==> src/rtl/nne_pool_pkg.sv <==
// Shared definitions for the pooling stage: data width, row-phase state type
// and the sign-magnitude maximum used by every comparator in the datapath.
package nne_pool_pkg;

    localparam int DATA_W = 32;

    // Row phase: even rows fill the line buffer, odd rows drain it into outputs.
    typedef enum logic [0:0] {
        ROW_EVEN = 1'b0,
        ROW_ODD  = 1'b1
    } row_state_e;

    // Maximum of two IEEE-754 singles under a sign-magnitude total order.
    // NaN patterns are not special-cased; they compare as plain bit patterns.
    // Ties (including +0 against -0) resolve to the first operand so that the
    // nesting order of comparators decides which bit pattern survives.
    function automatic logic [DATA_W-1:0] fmax(
        input logic [DATA_W-1:0] a,
        input logic [DATA_W-1:0] b
    );
        logic [DATA_W-1:0] r;
        if ((a[DATA_W-2:0] == 31'd0) && (b[DATA_W-2:0] == 31'd0)) begin
            // Both are zeros of either sign: equal in value.
            r = a;
        end else if (a[DATA_W-1] != b[DATA_W-1]) begin
            // Differing signs: the non-negative operand wins.
            r = a[DATA_W-1] ? b : a;
        end else if (a[DATA_W-1] == 1'b0) begin
            // Both positive: larger magnitude wins.
            r = (b[DATA_W-2:0] > a[DATA_W-2:0]) ? b : a;
        end else begin
            // Both negative: smaller magnitude wins.
            r = (b[DATA_W-2:0] < a[DATA_W-2:0]) ? b : a;
        end
        return r;
    endfunction

endpackage

==> src/rtl/pool_line_buffer.sv <==
// Simple dual-port row buffer holding one horizontal pair-maximum per
// output column. Storage is intentionally not reset: every entry is written
// during an even row before the following odd row reads it.
module pool_line_buffer
    import nne_pool_pkg::*;
#(
    parameter int DEPTH = 14,
    parameter int AW    = 4
) (
    input  logic              clk,
    input  logic              rst,
    input  logic              i_wr_en,
    input  logic [AW-1:0]     i_wr_addr,
    input  logic [DATA_W-1:0] i_wr_data,
    input  logic              i_rd_en,
    input  logic [AW-1:0]     i_rd_addr,
    output logic [DATA_W-1:0] o_rd_data
);

    logic [DATA_W-1:0] r_mem [DEPTH];
    logic [DATA_W-1:0] r_rd_data;

    // Synchronous write port.
    always_ff @(posedge clk) begin
        if (i_wr_en) begin
            r_mem[i_wr_addr] <= i_wr_data;
        end
    end

    // Registered read port; the value holds until the next read is issued.
    always_ff @(posedge clk) begin
        if (!rst) begin
            r_rd_data <= {DATA_W{1'b0}};
        end else if (i_rd_en) begin
            r_rd_data <= r_mem[i_rd_addr];
        end
    end

    assign o_rd_data = r_rd_data;

endmodule

==> src/rtl/maxpool_2x2_stream.sv <==
// Streaming 2x2 / stride-2 max pooling on a raster-ordered valid-only pixel
// stream. Even rows reduce horizontal pairs into the line buffer; odd rows
// reduce their own pairs and combine them with the buffered value to emit
// one pooled pixel per window.
module maxpool_2x2_stream
    import nne_pool_pkg::*;
#(
    parameter int IMG_W = 28,
    parameter int IMG_H = 28
) (
    input  logic              clk,
    input  logic              rst,
    input  logic [DATA_W-1:0] data_in,
    input  logic              valid_in,
    output logic [DATA_W-1:0] data_out,
    output logic              valid_out,
    output logic              frame_done
);

    localparam int CW    = (IMG_W > 2) ? $clog2(IMG_W) : 1;
    localparam int RW    = (IMG_H > 2) ? $clog2(IMG_H) : 1;
    localparam int DEPTH = IMG_W / 2;
    localparam int AW    = (DEPTH > 2) ? $clog2(DEPTH) : 1;

    // Position counters and row phase.
    logic [CW-1:0]     r_col;
    logic [RW-1:0]     r_row;
    row_state_e        r_state;
    logic [DATA_W-1:0] r_pair;

    // Output registers.
    logic [DATA_W-1:0] r_data_out;
    logic              r_valid_out;
    logic              r_frame_done;

    // Decoded control and datapath nets.
    logic              w_col_last;
    logic              w_row_last;
    logic              w_second_px;
    logic              w_wr_en;
    logic              w_rd_en;
    logic              w_out_en;
    logic [AW-1:0]     w_addr;
    logic [RW-1:0]     w_row_nxt;
    row_state_e        w_state_nxt;
    logic [DATA_W-1:0] w_pair_max;
    logic [DATA_W-1:0] w_buf_rd;
    logic [DATA_W-1:0] w_win_max;

    assign w_col_last  = (r_col == CW'(IMG_W - 1));
    assign w_row_last  = (r_row == RW'(IMG_H - 1));
    // Column LSB is the pair phase: 0 = first pixel of a pair, 1 = second.
    assign w_second_px = r_col[0];
    assign w_addr      = AW'(r_col >> 1);

    // Line-buffer writes happen only on even rows and reads only on odd rows,
    // so the two ports are never active in the same cycle.
    assign w_wr_en  = valid_in && (r_state == ROW_EVEN) && w_second_px;
    assign w_rd_en  = valid_in && (r_state == ROW_ODD)  && !w_second_px;
    assign w_out_en = valid_in && (r_state == ROW_ODD)  && w_second_px;

    // Comparator order matters for signed-zero ties: the current row's pair
    // is the left operand at every level.
    assign w_pair_max = fmax(r_pair, data_in);
    assign w_win_max  = fmax(w_pair_max, w_buf_rd);

    // Next row index and row phase taken at the end of each row.
    always_comb begin
        w_row_nxt   = w_row_last ? {RW{1'b0}} : (r_row + RW'(1));
        w_state_nxt = ROW_EVEN;
        case (r_state)
            ROW_EVEN: w_state_nxt = ROW_ODD;
            ROW_ODD:  w_state_nxt = ROW_EVEN;
            default:  w_state_nxt = ROW_EVEN;
        endcase
    end

    // Column/row counters and row-phase FSM, advanced only by valid pixels.
    always_ff @(posedge clk) begin
        if (!rst) begin
            r_col   <= {CW{1'b0}};
            r_row   <= {RW{1'b0}};
            r_state <= ROW_EVEN;
        end else if (valid_in) begin
            if (w_col_last) begin
                r_col   <= {CW{1'b0}};
                r_row   <= w_row_nxt;
                r_state <= w_state_nxt;
            end else begin
                r_col <= r_col + CW'(1);
            end
        end
    end

    // Capture the first pixel of each horizontal pair; holds across gaps.
    always_ff @(posedge clk) begin
        if (!rst) begin
            r_pair <= {DATA_W{1'b0}};
        end else if (valid_in && !w_second_px) begin
            r_pair <= data_in;
        end
    end

    // Output registers: pulse valid/frame_done, hold data between results.
    always_ff @(posedge clk) begin
        if (!rst) begin
            r_data_out   <= {DATA_W{1'b0}};
            r_valid_out  <= 1'b0;
            r_frame_done <= 1'b0;
        end else begin
            r_valid_out  <= w_out_en;
            r_frame_done <= w_out_en && w_row_last && w_col_last;
            if (w_out_en) begin
                r_data_out <= w_win_max;
            end
        end
    end

    pool_line_buffer #(
        .DEPTH (DEPTH),
        .AW    (AW)
    ) u_line_buffer (
        .clk       (clk),
        .rst       (rst),
        .i_wr_en   (w_wr_en),
        .i_wr_addr (w_addr),
        .i_wr_data (w_pair_max),
        .i_rd_en   (w_rd_en),
        .i_rd_addr (w_addr),
        .o_rd_data (w_buf_rd)
    );

    assign data_out   = r_data_out;
    assign valid_out  = r_valid_out;
    assign frame_done = r_frame_done;

endmodule

==> config.mk <==
export PLATFORM = sky130hd
export DESIGN_NAME = maxpool_2x2_stream
export DESIGN_NICKNAME = d
export VERILOG_FILES = /design/src/rtl/nne_pool_pkg.sv /design/src/rtl/pool_line_buffer.sv /design/src/rtl/maxpool_2x2_stream.sv
export SDC_FILE = /design/constraint.sdc
export NUM_CORES = 1
export LEC_CHECK = 0
export CAP_MARGIN = 0
export CORE_MARGIN = 2
export CORE_UTILIZATION = 61
export CTS_CLUSTER_DIAMETER = 100
export CTS_CLUSTER_SIZE = 16
export DETAILED_ROUTE_END_ITERATION = 6
export PLACE_DENSITY = 0.86
export SYNTH_ARGS = -nofsm -noshare
export SYNTH_HDL_FRONTEND = slang
export SYNTH_SLANG_ARGS = --single-unit
==> constraint.sdc <==
create_clock -name clk -period 7.55 [get_ports clk]
set_clock_uncertainty 0.1 [all_clocks]
set_input_delay 1.1325 -clock clk [delete_from_list [all_inputs] [get_ports clk]]
set_output_delay 1.1325 -clock clk [all_outputs]
set_load 0.02 [all_outputs]
# Word level (Yosys, flattened, before mapping)
# Memories as Yosys holds them, arrays and structs flattened. A register that Yosys moved wholly into a read port is not among the register bits.
# Index checks and enable logic that the tools add are counted.
[totals]
ff_bits = 77
ramBits = 448
in_bits = 35
out_inout_bits = 34
mem_count = 1
[memory_table]
columns = ["name", "depth", "word_bits", "read_ports", "rd_clocked_by_memory_dff", "write_ports", "line", "rtl"]
rows = [
  ["u_line_buffer.r_mem", 14, 32, 1, 1, 1, "pool_line_buffer.sv:20", "logic [DATA_W-1:0] r_mem [DEPTH];"],
]
[classes]
n_addsub = 2
magnitude_cmp = 4
n_eq_ne = 4
muxes = 17
bitwise_logic = 1
reduce_logical = 17
[ops]
columns = ["cell", "n"]
rows = [
  ["32-bit 2-to-1 mux", 12],
  ["31-bit zero test", 4],
  ["31-bit greater-than comparator", 2],
  ["31-bit < comparator", 2],
  ["5-bit by 1-bit adder with 5-bit output, second input constant", 2],
  ["5-bit equality test, second input constant", 2],
  ["1-bit logical AND", 10],
  ["5-bit 2-to-1 mux", 2],
  ["1-bit zero test", 2],
  ["1-bit 2-to-1 mux", 2],
  ["1-bit != test", 2],
  ["1-bit case mux with 2 select lines", 1],
  ["2-bit AND reduction", 1],
  ["1-bit inverter", 1],
]

# Logic depth before layout (Yosys ltp)
[depth]
word_depth = 10
depth_mapped = 25

# Modules after synthesis
# From an unflattened synthesis, not the netlist that was laid out.
[unflattened]
cells_unflattened = 1746
hier_area_um2 = 23959.2
[modules_own_cells]
columns = ["mod", "n_inst", "cells_each", "area_per_inst_um2", "seq_area_each_um2"]
rows = [
  ["pool_line_buffer", 1, 1061, 18406.4, 14093.5],
  ["maxpool_2x2_stream", 1, 685, 5552.8, 1541.5],
]

# Worst setup path after synthesis
# OpenSTA, ideal clock, no wires.
[synth_timing]
path_kind = "input -> register"
from = "input port data_in[4]"
to = "register r_data_out[1], in the netlist data_out[1]"
setup_time_ns = 0.128
t_arrival_ns = 5.692
required_time_ns = 7.322
setup_slack_ns = 1.630
cell_stages = 23
n_path_buf = 3
cell_sequence = "ha_1 > a211oi_1 > nor2_1 > o31a_1 > o21a_1 > o211ai_2 > o21ai_1 > buf_4 > clkbuf_1 > o21ai_0 > inv_1 > ha_1 > a21o_1 > a21o_1 > a21oi_1 > o21ai_1 > a211o_1 > a31oi_1 > a31oi_1 > mux2i_4 > buf_6 > mux2i_1 > o21ai_1"
[synth_via]
elab_chain_len = 10
word_cells_on_any_way = 21
[synth_rtl]
columns = ["item", "line", "rtl"]
rows = [
  ["start: declaration", "maxpool_2x2_stream.sv:13", "input logic [DATA_W-1:0] data_in,"],
  ["31-bit greater-than comparator / 31-bit < comparator (equally long branches)", "nne_pool_pkg.sv:30, nne_pool_pkg.sv:33", ""],
  ["32-bit 2-to-1 mux (on tied branches)", "nne_pool_pkg.sv:30, nne_pool_pkg.sv:33", ""],
  ["32-bit 2-to-1 mux", "nne_pool_pkg.sv:28", "end else if (a[DATA_W-1] == 1'b0) begin"],
  ["32-bit 2-to-1 mux", "nne_pool_pkg.sv:25", "end else if (a[DATA_W-1] != b[DATA_W-1]) begin"],
  ["32-bit 2-to-1 mux (*)", "nne_pool_pkg.sv:22", "if ((a[DATA_W-2:0] == 31'd0) && (b[DATA_W-2:0] == 31'd0)) begin"],
  ["net u_line_buffer.i_wr_data[8]", "pool_line_buffer.sv:14", "input logic [DATA_W-1:0] i_wr_data,"],
  ["31-bit greater-than comparator / 31-bit < comparator (equally long branches)", "nne_pool_pkg.sv:30, nne_pool_pkg.sv:33", ""],
  ["32-bit 2-to-1 mux (on tied branches)", "nne_pool_pkg.sv:30, nne_pool_pkg.sv:33", ""],
  ["32-bit 2-to-1 mux", "nne_pool_pkg.sv:28", ""],
  ["32-bit 2-to-1 mux", "nne_pool_pkg.sv:25", ""],
  ["32-bit 2-to-1 mux (*)", "nne_pool_pkg.sv:22", ""],
  ["end signal: assignment", "maxpool_2x2_stream.sv:107", "r_data_out <= {DATA_W{1'b0}};"],
  ["end signal: assignment", "maxpool_2x2_stream.sv:114", "r_data_out <= w_win_max;"],
  ["end: declaration", "maxpool_2x2_stream.sv:32", "logic [DATA_W-1:0] r_data_out;"],
]
# Mark *: on every way through the listed nets, which the timed path passes. The rest lies on a longest branch.
# A chain may end at the register's enable or synchronous reset.

# Worst setup path after layout
[layout_timing]
from = "input port data_in[4]"
to = "register r_data_out[21], in the netlist data_out[21]"
# The elaborated chain is that of the path after synthesis.

==> metrics.yaml <==
final_critical_path_setup_slack_ps: 882
insertedDiodeCount: 0
max_clock_freq_mhz: 150
synth_seq_area_share: 0.662
hpwlAfterDp_um: 36700
power_mw: 5.97
clk_latency_ps: 560
timing_hold_violations_final: 0
postSynth.asyncResetShare: 0
synth_area_per_cell_um2: 15.5
slew_headroom: 0.344
setup_viol_count_final: 0
grt_antenna_before_repair: 0
nNetsFinal: 1719
worst_path_clk_slew_ps: 80
synth_edf_count: 448
ys_ff_latch: 557
drv.max_cap_violation_count: 0
post_synth_inst_count: 1526
hold_path.class: "flip-flop to flip-flop"
cts.sink_count: 557
gpl.final_weighted_congestion: 0.918
path_class: "primary input to flip-flop"
antenna_left: 0
detail_route.vias_per_cell: 6.66
dpl.cell_count: 2094
slew_viol_final: 0
static_leakage_nw: 8.52
post_cts_resize_count: 0
violations_in_the_final_reports: "DRC"
post-route-period-util: 0.883
status: "finished with violations"
grt_overflow: 0
power.density_mw_per_mm2: 227
crit_path_end_kind: "flip-flop"
mostFrequentLayoutCells: "edfxtp_1, nand2_1, mux4_2"
final-instance-count-excl-fill: 2166
clockRootBuffer: "clkbuf_16"
drt_iter0_drc: 1980
cts_max_level: 2
area_growth_pct: 11.5
floorplan.io_pins: 69
grtUsageTotal: 0.298
finalWorstPathRequiredPeriod_ps: 6670
number_of_global_route_vias_before_repair: 14591
cts_max_path_buffers: 3
setup.worst_path.start_class: "primary input"
wire_length_of_the_first_global_routing_pass_um: 89000
cell_area_after_synthesis_mm2: 0.0236
tritoncts: "done"
numCtsBuffers: 40
overall_die_area_mm2: 0.0403
placement.cell_area_mm2: 0.0252
via_count: 14419
cts_setup_buffers: 0
die_boundary_width_um: 201
final_area_mm2: 0.0263
route.detailed.wl_per_inst_um: 27.3
preCtsSetupSlack_ps: 430
drt_drc: 2
core-area_mm2: 0.0385
arrival_ps: 7010
grt_start_max_net_pins: 66
yosys.cell_types.count: 59
die_height_um: 201
worstMarginPinSlew_ps: 978
cp_max_fo: 43
drt-total-wl_um: 59100
layout-drive-gt1-share: 0.184
start_util: 0.614
syn-num-nets: 1627
setup_tns_ps: 0
placement_rows: 72
leading_register_cell_type_out_of_synthesis: "edfxtp_1"
synth.yosys.warnings: 0
io_buffer_count: 68
drtPass1Iterations: 7
vdd_ir_drop_max_uv: 205
grt_setup_unrepaired: "false"
worstPathRequired_ps: 7890
post_cts_hold_buffer_count: 0
layout.cells.most_common: "edfxtp_1"
==> power by group <==
group	total (mW)	switching [mW]	internal, mW	leakage (nW)
sequential	3.42	0.0232	3.40	4.98
combinational	0.540	0.337	0.203	3.00
clock	2.01	0.988	1.02	0.545
==> critical path, cell delays in order <==
cell and delay (ps):
clkdlybuf4s50_1 480, ha_1 350, a211oi_1 220, nor2_1 80
o31a_1 290, o21ai_2 190, a41oi_2 190, o21ai_4 770
nand2_1 100, o21ai_0 160, buf_4 270, inv_1 60
ha_1 290, nand4_1 90, nor2_1 230, nand2_1 80
nor4_1 320, o21ai_0 210, a31oi_1 380, mux2i_4 310
buf_4 340, a21boi_1 330, o22ai_2 130
==> per-stage QoR <==
step / utilization / hold slack, ps
2_1_floorplan: - / 341
3_3_place_gp: 0.655 / 351
3_5_place_dp: 0.655 / 359
4_1_cts: 0.685 / 370
5_1_grt: 0.685 / 392
6_report: 0.685 / 372
==> cell families after synthesis <==
group | after synthesis | share of synthesized area
fa+ha+maj | 66 | 0.0350
xor+xnor | 2 | 0.000742
compound gates | 207 | 0.0526
flops | 557 | 0.662
simple gates | 347 | 0.0705
buf+inv | 148 | 0.0249
mux | 199 | 0.154
==> synth_stat cells, drive strengths merged (2+ instances only) <==
master / count / area share
edfxtp: 448 / 0.57
nand2: 147 / 0.023
mux4: 128 / 0.12
dfxtp: 109 / 0.092
o21ai: 75 / 0.016
nand3: 71 / 0.015
a21oi: 68 / 0.015
inv: 67 / 0.011
ha: 66 / 0.035
clkbuf: 52 / 0.0083
mux2i: 36 / 0.016
nor2: 36 / 0.0057
mux2: 35 / 0.017
a21boi: 34 / 0.011
buf: 28 / 0.0059
nor4: 25 / 0.0082
nand4: 20 / 0.0056
nor3: 15 / 0.0032
nand2b: 10 / 0.0026
a21o: 7 / 0.0022
nor2b: 6 / 0.0016
o21a: 5 / 0.0016
and2: 3 / 0.00079
nand3b: 3 / 0.00095
a211o: 2 / 0.00074
a211oi: 2 / 0.00064
a31oi: 2 / 0.00053
a41oi: 2 / 0.0011
nor3b: 2 / 0.00064
o211ai: 2 / 0.0011
o22ai: 2 / 0.0011
or2: 2 / 0.00053
or4: 2 / 0.00064
xor2: 2 / 0.00074
==> per-layer routing <==
metal | track usage | vias up | wire [um]
li1 | - | 6083 | -
met1 | 0.391 | 7248 | 21300
met2 | 0.495 | 898 | 29500
met3 | 0.0489 | 190 | 5570
met4 | 0.139 | 0 | 2790
met5 | 0 | - | 0
==> flip-flops by register name (all words and copies together), names as in the netlist <==
signal and flops:
data_out 32, frame_done 1, r_col 5, r_pair 32, r_row 5, r_state 1, u_line_buffer.o_rd_data 32, u_line_buffer.r_mem 448
valid_out 1
==> worst paths after layout <==
| check | depth (start not counted) | startpoint | slack [ps] | to |
|---|---|---|---|---|
| worst max-delay path | 23 | data_in[4] | 880 | data_out[21] |
| worst min register to register | 2 | u_line_buffer.o_rd_data[31] | 370 | u_line_buffer.o_rd_data[31] |
| worst min-delay path | 2 | u_line_buffer.o_rd_data[31] | 370 | u_line_buffer.o_rd_data[31] |
| worst max register to register | 23 | r_pair[4] | 1570 | data_out[21] |
==> final cells by class <==
type                    instances  area (um2)
well taps                     518         648
fillers                      2467       12100
clock buffers                  71        1140
flip-flops and latches        557       15600
multi-input cells             821        7510
inverters                      68         255
repair buffers                130        1140
clock inverters                 1        5.00
Power figures use the tool's default switching activity.
